$ cat config.mk
export PLATFORM = sky130hd
export DESIGN_NAME = memory_loader
export DESIGN_NICKNAME = d
export VERILOG_FILES = /design/src/rtl/memory_loader.sv
export SDC_FILE = /design/constraint.sdc
export NUM_CORES = 1
export LEC_CHECK = 0
export CAP_MARGIN = 10
export CORE_UTILIZATION = 65
export DETAILED_ROUTE_END_ITERATION = 8
export PLACE_DENSITY = 0.83
export SLEW_MARGIN = 20
export SYNTH_ARGS = -nofsm -noshare
export SYNTH_HDL_FRONTEND = slang
export SYNTH_SLANG_ARGS = --single-unit
$ cat constraint.sdc
create_clock -name clk -period 27 [get_ports clk]
set_input_delay 4.05 -clock clk [delete_from_list [all_inputs] [get_ports clk]]
set_output_delay 4.05 -clock clk [all_outputs]
set_load 0.02 [all_outputs]
$ cat src/rtl/memory_loader.sv
// Loads a feature matrix A and a weight matrix W as serial byte streams,
// then computes C = A x W (8-bit truncated) into the upper half of feature memory.
module memory_loader #(
    parameter int DW = 8,
    parameter int N  = 4
) (
    input  logic          clk,
    input  logic          rst,
    input  logic [DW-1:0] port_A,
    input  logic [DW-1:0] port_W,
    input  logic          write_enable_A,
    input  logic          write_enable_W,
    input  logic          startSignal,
    input  logic          clk2,
    output logic [DW-1:0] port_O
);

    localparam int NN = N * N;
    localparam int IW = $clog2(N);
    localparam int PW = $clog2(NN);
    localparam int AW = 2 * DW + $clog2(N);
    localparam logic [IW-1:0] LAST = IW'(N - 1);

    typedef enum logic [1:0] {IDLE, MAC, STORE, DONE} state_t;

    state_t state, state_next;

    logic [DW-1:0] Feature_Memory [2*NN];
    logic [DW-1:0] Weight_Memory  [NN];

    logic [PW-1:0] wptr_A, wptr_W;
    logic [IW-1:0] row_idx, col_idx, k_idx;
    logic [AW-1:0] acc;
    logic [AW-1:0] product;
    logic          start_ok;

    // clk2 exists only for pin compatibility with the older block.
    logic unused_clk2;
    assign unused_clk2 = clk2;

    assign start_ok = startSignal && !write_enable_A && !write_enable_W;

    // Widen before multiplying so the product is not truncated to DW bits.
    assign product = AW'(Feature_Memory[{1'b0, row_idx, k_idx}])
                   * AW'(Weight_Memory[{k_idx, col_idx}]);

    always_ff @(posedge clk or posedge rst) begin
        // NOTE: sequential state always uses non-blocking assignment so every
        // register samples pre-edge values, independent of statement order.
        if (rst) state <= IDLE;
        else     state <= state_next;
    end

    always_comb begin
        // NOTE: default first, so no path through the case leaves state_next
        // unassigned and infers a latch.
        state_next = state;
        case (state)
            IDLE:    if (start_ok) state_next = MAC;
            MAC:     if (k_idx == LAST) state_next = STORE;
            STORE:   state_next = (row_idx == LAST && col_idx == LAST) ? DONE : MAC;
            DONE:    if (!startSignal) state_next = IDLE;
            default: state_next = IDLE;
        endcase
    end

    always_ff @(posedge clk or posedge rst) begin
        if (rst) begin
            // NOTE: the memories are externally observable and must read zero
            // after reset, so they are cleared here rather than left as plain RAM.
            for (int i = 0; i < 2 * NN; i++) Feature_Memory[i] <= '0;
            for (int i = 0; i < NN; i++)     Weight_Memory[i]  <= '0;
            wptr_A  <= '0;
            wptr_W  <= '0;
            row_idx <= '0;
            col_idx <= '0;
            k_idx   <= '0;
            acc     <= '0;
            port_O  <= '0;
        end else begin
            case (state)
                IDLE: begin
                    if (write_enable_W) begin
                        Weight_Memory[wptr_W] <= port_W;
                        wptr_W <= wptr_W + 1'b1;
                    end
                    // Loading addresses only the lower half; results are never clobbered.
                    if (write_enable_A) begin
                        Feature_Memory[{1'b0, wptr_A}] <= port_A;
                        wptr_A <= wptr_A + 1'b1;
                    end
                    if (start_ok) begin
                        row_idx <= '0;
                        col_idx <= '0;
                        k_idx   <= '0;
                        acc     <= '0;
                    end
                end
                MAC: begin
                    acc   <= acc + product;
                    k_idx <= k_idx + 1'b1;
                end
                STORE: begin
                    Feature_Memory[{1'b1, row_idx, col_idx}] <= acc[DW-1:0];
                    port_O  <= acc[DW-1:0];
                    acc     <= '0;
                    col_idx <= col_idx + 1'b1;
                    if (col_idx == LAST) row_idx <= row_idx + 1'b1;
                end
                default: ;
            endcase
        end
    end

endmodule

==> impl_metrics.toml <==
[status]
outcome = "completed"

[setup_path]
critical_path_arrival_ns = 6.56
timing.critical_path.mode_cell = "fa_1"
timing.rr.end = "acc[7]$_DFFE_PP0P_"
worstPathMaxFanout = 35
reg2reg_depth = 20
critPathTopFamily = "adder cells"
path_cells = "buf_4 > mux4_2 > a22oi_1 > nand2_1 > nand2_1 > fa_1 > inv_1 > fa_1 > ha_1 > inv_1 > fa_1 > inv_1 > fa_1 > a21o_1 > a21oi_1 > xnor2_1 > xnor2_1 > xnor3_1 > xnor2_1 > o21ai_1"
path_class = "reg2reg"
cpMaxStageDelayCell = "mux4_2"
end_kind = "register"
critPathMaxStageDelay_ns = 0.63
cp_num_cells = 20
worstPathRequired_ns = 27.43
worst-path-buf-inv = 4
rr_startpoint = "col_idx[0]$_DFFE_PP0P_"
ff2ff_setup_slack_ns = 20.86
critPathLaunchType = "register"

[drt]
dr.pass1.iters = 5
drt_iter0_drc = 452
routed_wl_um = 29100
wl_per_cell_um = 22.6
dr_total_vias = 8153
drtAntennaViolNets = 0
drc = 0
via_per_inst = 6.33

[clock_network]
clkTransAtPathRegs_ns = 0.06
cts_max_path_buffers = 3
htree_levels = 1
root_buffer = "clkbuf_16"
cts_tree = "built"
numCtsBuffers = 29
cts.repair.resized = 0
clk-insertion-delay-late_ns = 0.54
cts.sinks = 288
hold_buffers = 0
post-cts-setup-buffers = 0

[grt]
grt_pass1_vias = 8527
busiest_layer = "met2"
grt_max_degree = 147
use_met2 = 0.429
grt_antenna_before_repair = 0
grt_util_met1 = 0.417
grt_util_all_layers = 0.279
overflow = 0
use_met3 = 0.0398
grt_pass1_wl_um = 47200

[synth]
yosysWarnings = 0
synth-seq-area-share = 0.511
synth_cells = 977
netlist_area_um2 = 14100
ys_seq_elements = 288
synth.distinct_cells = 40
synth_area_per_cell_um2 = 14.4
synthesis.nets = 1049

[finish]
final_nets = 1065
final_common_cell = "dfrtp_1"
final_cell_mix = "286 x dfrtp_1, 265 x mux2_2, 66 x nand2_1"
post_route_cells_drive_above_1_share = 0.380
n_antenna_cell = 0
final_area_um2 = 15500
nFillCells = 1294
area_growth_syn_to_layout_pct = 10.0

[floorplan]
initial_core_util = 0.667
ios = 30
floorplan.die.height_um = 149
dieArea_um2 = 22300
rows = 53
core_um2 = 21200
fp.dieW_um = 149

[hold_path]
holdCritStartpoint = "Feature_Memory[227]$_DFFE_PP0P_"
min_path_cells = 1
holdCritPathClass = "reg2reg"
worstHoldEndpoint = "Feature_Memory[227]$_DFFE_PP0P_"

[sta]
tightest_slew_ns = 0.899
fin_skew_ns = 0.00954
finalSetupViolations = 0
tns_ns = 0
period_share = 0.227
fmax_ghz = 0.163
slew_viol_final = 0
slew_headroom = 0.401
finalCriticalPeriod_ns = 6.14
rsz0062_at_grt = "false"
final-hold-violation-count = 0

[place]
routabilityCongestion = 0.867
post_dp_cell_area_um2 = 14600
dp_hpwl_um = 18700
port_buffers = 28

[pwr]
p_leak_nw = 7.48
power_density_nw_per_um2 = 79.2
ir_worst_vdd_mv = 0.0591

[flow_run]
cap_violations = 0
## report_power, final
part           internal (mW)  switching, mW
clock                  0.235          0.163
sequential             0.483         0.0307
combinational          0.140          0.177
## how the worst max path moves through the flow
stage                           start                         endpoint
4_1_cts        col_idx[0]$_DFFE_PP0P_               acc[7]$_DFFE_PP0P_
6_report       col_idx[0]$_DFFE_PP0P_               acc[7]$_DFFE_PP0P_
3_5_place_dp           write_enable_W     Weight_Memory[2]$_DFFE_PP0P_
2_1_floorplan                     rst  Feature_Memory[128]$_DFFE_PP0P_
3_3_place_gp           write_enable_W     Weight_Memory[7]$_DFFE_PP0P_
5_1_grt          k_idx[0]$_DFFE_PP0P_               acc[7]$_DFFE_PP0P_
## final cells by class
type                            instances  area [µm²]  share of cell area
Sequential cell                       288        7210               0.464
Tap cell                              275         344              0.0222
Timing Repair Buffer                   36         360              0.0232
Clock inverter                          6        86.3             0.00556
Inverter                               42         165              0.0106
Clock buffer                           45         856              0.0551
Multi-Input combinational cell        596        6510               0.419
## cells in the mapped netlist, drive strengths merged
| library cell | n | share of area |
|---|---|---|
| mux2 | 265 | 0.21 |
| a31oi | 1 | 0.00044 |
| nor2b | 6 | 0.0027 |
| o21a | 1 | 0.00053 |
| fa | 18 | 0.026 |
| o221ai | 1 | 0.00062 |
| dfrtp | 288 | 0.51 |
| clkbuf | 36 | 0.0096 |
| xnor2 | 16 | 0.0099 |
| a21oi | 11 | 0.0039 |
| nor4 | 1 | 0.00044 |
| a32o | 2 | 0.0014 |
| buf | 15 | 0.0077 |
| xnor3 | 1 | 0.0016 |
| mux2i | 2 | 0.0014 |
| and3 | 1 | 0.00044 |
| a221oi | 4 | 0.0050 |
| a22oi | 20 | 0.011 |
| o21ai | 16 | 0.0057 |
| nand4 | 1 | 0.00044 |
| nand3 | 9 | 0.0032 |
| mux4 | 66 | 0.11 |
| a22o | 5 | 0.0031 |
| nor2 | 20 | 0.0053 |
| nand2 | 66 | 0.018 |
| nand2b | 7 | 0.0031 |
| nor3b | 2 | 0.0011 |
| a21o | 2 | 0.0011 |
| nor3 | 1 | 0.00035 |
| and2 | 11 | 0.0049 |
| xor2 | 6 | 0.0037 |
| inv | 42 | 0.011 |
| ha | 32 | 0.028 |
| nor4b | 1 | 0.00062 |
| a221o | 1 | 0.00071 |
## flip-flops by register name (all words and copies together), names as in the netlist
name	cells
Feature_Memory	128
Weight_Memory	128
acc	8
port_O	8
wptr_A	4
wptr_W	4
col_idx	2
k_idx	2
row_idx	2
state	2
## logic make-up (layout without fill, tap and decap cells)
kind of cell             after synthesis  in the layout  share of synthesized area
flip-flops                           288            288                      0.511
AO/OA/AOI/OAI                         64             64                     0.0331
buffers and inverters                 93            129                     0.0285
XOR/XNOR                              23             23                     0.0152
multiplexers                         333            333                      0.319
AND/OR/NAND/NOR                      126            126                     0.0401
adder cells (fa/ha/maj)               50             50                     0.0539
## metal layers
layer	wire length (µm)	share of wire	up-vias
li1	-	-	3566
met3	1390	0.048	53
met2	13700	0.47	204
met4	792	0.027	0
met1	13200	0.45	4330
met5	0	0	-
## per-stage QoR
step / setup slack [ns] / power (mW) / std cells / utilization / hold WS [ns]
2_1_floorplan: 15.00 / 0.762 / 977 / - / 0.466
3_3_place_gp: 20.54 / 0.823 / 1236 / 0.688 / 0.481
3_5_place_dp: 20.48 / 0.835 / 1236 / 0.688 / 0.489
4_1_cts: 20.85 / 1.23 / 1287 / 0.733 / 0.503
5_1_grt: 20.54 / 1.29 / 1288 / 0.734 / 0.506
6_report: 20.86 / 1.23 / 1288 / 0.734 / 0.498
Note: power is estimated with default switching activity, not from simulation.
